--- config.mk ---
export PLATFORM = sky130hd
export DESIGN_NAME = cpu_clock_ctrl_flat
export DESIGN_NICKNAME = d
export VERILOG_FILES = /design/src/rtl/cpu_clock_ctrl_if.sv /design/src/rtl/cpu_clock_ctrl.sv /design/src/flat_wrapper.sv
export SDC_FILE = /design/constraint.sdc
export NUM_CORES = 1
export LEC_CHECK = 0
export BUFFER_PORTS_ARGS = -buffer_cell sky130_fd_sc_hd__buf_2
export CORE_AREA = 2 2 79 73
export CTS_BUF_LIST = sky130_fd_sc_hd__clkbuf_2 sky130_fd_sc_hd__clkbuf_4 sky130_fd_sc_hd__clkbuf_8
export DETAILED_ROUTE_END_ITERATION = 8
export DIE_AREA = 0 0 81 75
export PLACE_DENSITY = 0.82
export SYNTH_ARGS = -nofsm -noshare
export SYNTH_HDL_FRONTEND = slang
export SYNTH_SLANG_ARGS = --single-unit
--- constraint.sdc ---
create_clock -name clk -period 5.5 [get_ports clk]
set_input_delay 0.825 -clock clk [delete_from_list [all_inputs] [get_ports clk]]
set_output_delay 0.825 -clock clk [all_outputs]
set_load 0.01 [all_outputs]
--- src/rtl/cpu_clock_ctrl_if.sv ---
// Processor-clock controller bundle.
//   key_n      : raw active-low step push-button (master -> controller)
//   run        : raw free-run / single-step switch (master -> controller)
//   cpuclk     : registered processor clock (controller -> master)
//   tick       : one-clk pulse in the cycle cpuclk rises (controller -> master)
//   busy       : controller is producing a pulse (controller -> master)
//   step_count : number of cpuclk rising edges since reset (controller -> master)
interface cpu_clock_ctrl_if;
    localparam int unsigned STEP_W = 16;

    logic              key_n;
    logic              run;
    logic              cpuclk;
    logic              tick;
    logic              busy;
    logic [STEP_W-1:0] step_count;

    modport master (
        output key_n,
        output run,
        input  cpuclk,
        input  tick,
        input  busy,
        input  step_count
    );

    modport slave (
        input  key_n,
        input  run,
        output cpuclk,
        output tick,
        output busy,
        output step_count
    );
endinterface

--- src/rtl/cpu_clock_ctrl.sv ---
// Processor clock generator with free-run and debounced single-step modes.
//   clk   : 50 MHz board clock, the only clock in the block
//   reset : synchronous active-high reset
//   bus   : cpu_clock_ctrl_if.slave (key_n, run in; cpuclk, tick, busy, step_count out)
// Parameters:
//   DIV_HALF : clk cycles cpuclk spends high and low (1..2^26-1)
//   DEBOUNCE : cycles a new key level must hold before it is accepted (1..2^24-1)
// Optional feature macro: CPU_CLOCK_STEP_COUNTER_EN
//   defined   -> step_count counts cpuclk rising edges (wraps at 16 bits)
//   undefined -> no counter register, step_count tied to zero
module cpu_clock_ctrl #(
    parameter int unsigned DIV_HALF = 25000000,
    parameter int unsigned DEBOUNCE = 1000000
) (
    input  logic             clk,
    input  logic             reset,
    cpu_clock_ctrl_if.slave  bus
);

    localparam int unsigned PHASE_W = 26;
    localparam int unsigned DEB_W   = 24;
    localparam int unsigned STEP_W  = 16;

    typedef enum logic [1:0] {
        IDLE = 2'd0,
        HIGH = 2'd1,
        LOW  = 2'd2
    } state_e;

    logic               key_meta_q, key_meta_d;
    logic               key_sync_q, key_sync_d;
    logic               run_meta_q, run_meta_d;
    logic               run_sync_q, run_sync_d;
    logic               stable_q,   stable_d;
    logic [DEB_W-1:0]   deb_cnt_q,  deb_cnt_d;
    logic               press_q,    press_d;
    state_e             state_q,    state_d;
    logic [PHASE_W-1:0] phase_q,    phase_d;
    logic               cpuclk_q,   cpuclk_d;
    logic               tick_q,     tick_d;
    logic               busy_q,     busy_d;
    logic               pressed_c;
    logic               phase_end_c;

    assign pressed_c   = ~key_sync_q;
    assign phase_end_c = (phase_q == PHASE_W'(DIV_HALF - 1));

    // Synchronizers, debouncer, press-edge detector and pulse FSM
    always_comb begin
        key_meta_d = bus.key_n;
        key_sync_d = key_meta_q;
        run_meta_d = bus.run;
        run_sync_d = run_meta_q;

        // Counter only runs while the synced level disagrees with the accepted one
        stable_d  = stable_q;
        deb_cnt_d = '0;
        if (pressed_c != stable_q) begin
            if (deb_cnt_q == DEB_W'(DEBOUNCE - 1)) begin
                stable_d = pressed_c;
            end else begin
                deb_cnt_d = deb_cnt_q + DEB_W'(1);
            end
        end

        // Only the released->pressed transition produces an event
        press_d = stable_d & ~stable_q;

        state_d = state_q;
        phase_d = phase_q;
        case (state_q)
            IDLE: begin
                // Press events are consumed only here, so presses while busy are lost
                if (run_sync_q || press_q) begin
                    state_d = HIGH;
                    phase_d = '0;
                end
            end
            HIGH: begin
                if (phase_end_c) begin
                    state_d = LOW;
                    phase_d = '0;
                end else begin
                    phase_d = phase_q + PHASE_W'(1);
                end
            end
            LOW: begin
                // run is sampled only at the end of a full period: no runt pulses
                if (phase_end_c) begin
                    state_d = run_sync_q ? HIGH : IDLE;
                    phase_d = '0;
                end else begin
                    phase_d = phase_q + PHASE_W'(1);
                end
            end
            default: begin
                state_d = IDLE;
                phase_d = '0;
            end
        endcase

        cpuclk_d = (state_d == HIGH);
        tick_d   = (state_d == HIGH) && (state_q != HIGH);
        busy_d   = (state_d != IDLE);
    end

    // State registers; synchronizers reset to the released / single-step levels
    always_ff @(posedge clk) begin
        if (reset) begin
            key_meta_q <= 1'b1;
            key_sync_q <= 1'b1;
            run_meta_q <= 1'b0;
            run_sync_q <= 1'b0;
            stable_q   <= 1'b0;
            deb_cnt_q  <= '0;
            press_q    <= 1'b0;
            state_q    <= IDLE;
            phase_q    <= '0;
            cpuclk_q   <= 1'b0;
            tick_q     <= 1'b0;
            busy_q     <= 1'b0;
        end else begin
            key_meta_q <= key_meta_d;
            key_sync_q <= key_sync_d;
            run_meta_q <= run_meta_d;
            run_sync_q <= run_sync_d;
            stable_q   <= stable_d;
            deb_cnt_q  <= deb_cnt_d;
            press_q    <= press_d;
            state_q    <= state_d;
            phase_q    <= phase_d;
            cpuclk_q   <= cpuclk_d;
            tick_q     <= tick_d;
            busy_q     <= busy_d;
        end
    end

    assign bus.cpuclk = cpuclk_q;
    assign bus.tick   = tick_q;
    assign bus.busy   = busy_q;

`ifdef CPU_CLOCK_STEP_COUNTER_EN
    logic [STEP_W-1:0] step_count_q, step_count_d;

    // Counts in step with tick so step_count already includes the edge being flagged
    always_comb begin
        step_count_d = step_count_q + STEP_W'(tick_d);
    end

    always_ff @(posedge clk) begin
        if (reset) begin
            step_count_q <= '0;
        end else begin
            step_count_q <= step_count_d;
        end
    end

    assign bus.step_count = step_count_q;
`else
    assign bus.step_count = '0;
`endif

endmodule

--- src/flat_wrapper.sv ---
// flat-port wrapper written by rule: the top's interface ports become plain ports
module cpu_clock_ctrl_flat 
#(
    parameter int unsigned DIV_HALF = 25000000,
    parameter int unsigned DEBOUNCE = 1000000
)
  (clk, reset, bus_key_n, bus_run, bus_cpuclk, bus_tick, bus_busy, bus_step_count);
  cpu_clock_ctrl_if bus_i ();
  input  logic clk;
  input  logic reset;
  input wire logic [$bits(bus_i.key_n)-1:0] bus_key_n;
  input wire logic [$bits(bus_i.run)-1:0] bus_run;
  output wire logic [$bits(bus_i.cpuclk)-1:0] bus_cpuclk;
  output wire logic [$bits(bus_i.tick)-1:0] bus_tick;
  output wire logic [$bits(bus_i.busy)-1:0] bus_busy;
  output wire logic [$bits(bus_i.step_count)-1:0] bus_step_count;
  assign bus_i.key_n = bus_key_n;
  assign bus_i.run = bus_run;
  assign bus_cpuclk = bus_i.cpuclk;
  assign bus_tick = bus_i.tick;
  assign bus_busy = bus_i.busy;
  assign bus_step_count = bus_i.step_count;
  cpu_clock_ctrl #(.DIV_HALF(DIV_HALF), .DEBOUNCE(DEBOUNCE)) u_core (.clk(clk), .reset(reset), .bus(bus_i));
endmodule
# After elaboration in Yosys (flattened, before gate mapping)

Cells that the tools add are included.

Register bits: 61
Bits of input ports: 4
Output and inout port bits: 19
Logic and storage cells: 42

Add/subtract/negate cells: 2
Equality and inequality tests: 8
Muxes and demuxes: 10
Bitwise gates (word level): 4
Reduce and logical (&&, ||, !) cells: 6

Operators by type and width:

| operator                                                                | count |
|---|---|
| 26-bit two-way mux                                                      | 2 |
| 26-bit case mux with 2 select lines                                     | 1 |
| 26-bit by 1-bit adder with 26-bit output, second input constant         | 1 |
| 26-bit by 25-bit equality test with 1-bit output, second input constant | 1 |
| 24-bit by 1-bit adder with 24-bit output, second input constant         | 1 |
| 24-bit by 20-bit equality test with 1-bit output, second input constant | 1 |
| 2-bit two-way mux                                                       | 3 |
| 2-bit case mux with 3 select lines                                      | 1 |
| 2-bit by 1-bit equality test with 1-bit output, second input constant   | 2 |
| 2-bit by 1-bit inequality test with 1-bit output, second input constant | 2 |
| 1-bit two-way mux                                                       | 3 |
| 1-bit NOT                                                               | 3 |
| 3-bit OR reduction                                                      | 1 |
| 2-bit equality test, second input constant                              | 1 |
| 2-bit zero test                                                         | 1 |
| 2-bit nonzero test                                                      | 1 |
| 2-bit OR reduction                                                      | 1 |
| 1-bit AND                                                               | 1 |
| 1-bit logical AND                                                       | 1 |
| 1-bit logical OR                                                        | 1 |
| 1-bit inequality test                                                   | 1 |

# Longest topological paths before layout

Depth in word-level cells: 5
Mapped depth: 8
Gate-level depth less buffers: 7

# Worst setup path after synthesis

Ideal clock, no wire load.

Kind: register -> register
Start: reg u_core.state_q[0]
End: reg u_core.phase_q[14]
Library setup time: 0.070 ns
Arrival time: 2.087 ns
Required time: 5.430 ns
Slack: 3.343 ns
Stages on the path, launching flop included: 8
Path buffers: 0
Clock period less this slack: 2.157 ns
Cell sequence: dfxtp_1 inv_1 ha_1 nor3b_1 nor3_1 nand4_1 or4b_1 a21oi_1

Word-level cells in the longest chain between the ends: 3
Elaborated cells on any way between the ends: 6
Those cells by class: eq/ne (3); mux (1); reduce/logical (2)

Ends and longest elaborated chain:

| what                                                                                         | line                  | RTL |
|---|---|---|
| start: declaration                                                                           | cpu_clock_ctrl.sv:37  | `state_e state_q, state_d;` |
| start signal: assignment                                                                     | cpu_clock_ctrl.sv:130 | `state_q <= state_d;` |
| 2-bit by 1-bit equality test with 1-bit output / 2-bit equality test (equally long branches) | cpu_clock_ctrl.sv:71  | `case (state_q)` |
| 2-bit OR reduction (no line)                                                                 | --                    |  |
| 26-bit case mux with 2 select lines                                                          | cpu_clock_ctrl.sv:71  |  |
| end signal: assignment                                                                       | cpu_clock_ctrl.sv:131 | `phase_q <= phase_d;` |
| end: declaration                                                                             | cpu_clock_ctrl.sv:38  | `logic [PHASE_W-1:0] phase_q, phase_d;` |

Several ways; a longest one is shown, not always the timed one.
A chain may end at the register's enable or synchronous reset.

# Final worst setup path

Ends and elaborated chain as after synthesis.

==> results.cfg <==
[run_status]
outcome = finished clean

[power]
p_sw_frac = 0.244
power_uw = 881
ir_drop_uv = 206
p_leak_nw = 1.06
power_density_nw_per_um2 = 278
comb_power_share = 0.035
p_switching_uw = 215
seqPwrFrac = 0.510
internal_power_uw = 666
clkPwrFrac = 0.454

[synthesis]
synthFlopType = dfxtp_1
synth_edf_count = 0
netlist.area_leader.share = 0.407
async_flop_share = 0
synth_seq_cells = 61
synth_area_leaders = dfxtp_1, nor2_1, xor2_1, xnor2_1, buf_4
synth.largest_area_cell = dfxtp_1
synth.avg_cell_area_um2 = 8.70
ys_seq_area_frac = 0.407
ys.warnings.count = 0
synthDistinctLibCells = 51
syn_area_um2 = 3000
post_synth_inst_count = 345

[floorplan]
rows = 25
die_width_um = 81
die_h_um = 75
coreArea_um2 = 5190
start_util = 0.578
dieArea_um2 = 6080
ios = 23

[sta]
drv_slew = 0
slew_headroom = 0.418
period_share = 0.490
setup_viol = 0
worst_pin_slew_ps = 866
maxClockFrequency_mhz = 371
period_needed_ps = 2700
tns_ps = 0
finClkSkew_ps = 10.9
rsz0062_at_grt = false
hold_viol = 0

[setup_path]
start_kind = register
path_cells = inv_1, ha_1, nor3b_1, nor3_1, nand4_1, or4b_1, a21oi_1
slowest_delay_ps = 740
r2r_end = u_core.phase_q[14]
cp.arrival_ps = 2970
path_class = register to register
r2r_cells = 7
rrSetupSlack_ps = 2800
critPathCaptureType = register
cp_max_fo = 7
crit_required_ps = 5770
cp_slowest_cell = nor3_1
r2r-start = u_core.state_q[0]

[clocking]
cts_sinks = 61
ctsHoldBuffers = 0
post_cts_buffers = 0
cts_tree = yes
h-tree-depth = 3
clock_latency_ps = 350
numCtsBuffers = 9
cts_buffer_depth = 2
cts_root_buffer = clkbuf_8
path_clk_slew_ps = 80
cts-resized-gates = 0

[min_path]
min_path_cells = 1
holdPathEnd = u_core.key_sync_q
holdCritPathClass = register to register
hp-start = u_core.key_meta_q

[final_layout]
area_growth_pct = 5.50
fin_area_um2 = 3170
drive_above_1_share = 0.0955
n_antenna_cell = 0
fin_nets = 361
fill_cells = 441

[global_route]
grt_pass1_vias = 2051
grt_max_degree = 27
gr-usage-all-layers = 0.203
grt_first_pass_wirelength_um = 9420
grt-ovfl-total = 0
antenna_found_initial = 0

[drt]
viasPerCell = 5.51
wl_um = 5670
dr_total_vias = 2331
drtPass1Iterations = 4
ant_nets = 0
wl_per_cell_um = 13.4
drt_iter0_drc = 158
route.detailed.drc = 0

[placed_design]
io_buffers = 6
dp_hpwl_um = 3780
gp_congestion = 0.891
place_area_um2 = 2970

[job]
drv_cap = 0
critical path, delay by kind of cell, from the launching register on:
kind | cells | cell delay (ps)
flip-flops | 1 | 440
adder cells (fa/ha/maj) | 1 | 220
AO/OA/AOI/OAI | 1 | 150
AND/OR/NAND/NOR | 4 | 1700
buffers and inverters | 1 | 100
kinds of logic (layout without fill, tap and decap cells):
kind of cell,count (synthesis),in the layout,share of synthesized area
and+or+nand+nor,178,178,0.315
DFF,61,61,0.407
xor gates and xnor gates,42,42,0.122
buffers and inverters,32,28,0.0754
AOI/OAI and AO/OA,25,25,0.0546
adders and majority gates,6,6,0.0250
other,1,16,0.00125
final cells by class:
cell class / instances / area, µm² / area share
Sequential cell: 61 / 1220 / 0.385
Clock buffer: 9 / 124 / 0.0391
Timing Repair Buffer: 6 / 30.0 / 0.00948
Tap cell: 67 / 83.8 / 0.0265
Clock inverter: 7 / 75.1 / 0.0237
Multi-Input combinational cell: 267 / 1610 / 0.509
Inverter: 6 / 22.5 / 0.00711
state kept, by name, summed over array words and instances (netlist names):
name,count
u_core.bus.busy,1
u_core.bus.cpuclk,1
u_core.bus.tick,1
u_core.deb_cnt_q,24
u_core.key_meta_q,1
u_core.key_sync_q,1
u_core.phase_q,26
u_core.press_q,1
u_core.run_meta_q,1
u_core.run_sync_q,1
u_core.stable_q,1
u_core.state_q,2
routing by layer:
metal  global-route usage  up-vias  part of all wire
met5                    0        -                 0
met4               0.0847        0             0.014
met3               0.0755       10             0.041
met2                0.307       46              0.47
met1                0.265     1100              0.48
li1                     -     1175                 -
synth_stat cells (3+ instances only):
cell / number
dfxtp_1: 61
a21oi_1: 11
xnor2_1: 20
nor2_1: 57
or3_1: 4
and4_1: 5
nor4_1: 8
nand4_1: 17
ha_1: 6
and3_1: 5
nand3_1: 19
nand2_1: 22
buf_4: 16
nand3b_1: 3
buf_2: 5
nor3_1: 14
o21ai_0: 3
nor2b_1: 3
inv_1: 6
xor2_1: 22
layout by cell type (no fill, tap or decap), types with 4 or more instances in the layout:
cell type,n
ha_1,6
nand4_1,17
xor2_1,22
dfxtp_1,61
and3_1,5
nand2_1,22
nand3_1,19
a21oi_1,11
conb_1,16
buf_2,6
or3_1,4
and4_1,5
nor4_1,8
nor2_1,57
clkbuf_8,9
xnor2_1,20
inv_1,6
nor3_1,14
how the worst max path moves through the flow:
stage | startpoint | endpoint | slack (ps) | depth (start not counted)
after floorplan | u_core.state_q[0] | u_core.phase_q[14] | 3340 | 7
after global placement | u_core.state_q[0] | u_core.phase_q[14] | 2940 | 7
after detailed placement | u_core.state_q[0] | u_core.phase_q[14] | 2930 | 7
after CTS | u_core.state_q[0] | u_core.phase_q[14] | 2870 | 7
after global routing | u_core.state_q[0] | u_core.phase_q[14] | 2660 | 7
final | u_core.state_q[0] | u_core.phase_q[14] | 2800 | 7
metrics by stage:
| step | util | cells | worst slack, ps | hold slack, ps |
|---|---|---|---|---|
| detailed placement | 0.572 | 407 | 2930 | 419 |
| floorplan | - | 360 | 3340 | 389 |
| finish | 0.610 | 423 | 2800 | 441 |
| global placement | 0.572 | 407 | 2940 | 398 |
| CTS | 0.610 | 423 | 2870 | 439 |
| global route | 0.610 | 423 | 2660 | 463 |
power by group through the flow:
stage          registers [mW]  clock network, mW  logic [mW]
5_1_grt                 0.450              0.430      0.0355
3_3_place_gp            0.459                  0      0.0304
4_1_cts                 0.449              0.406      0.0313
3_5_place_dp            0.459                  0      0.0309
6_report                0.449              0.400      0.0313
2_1_floorplan           0.459                  0      0.0386
Power figures use the tool's default switching activity.
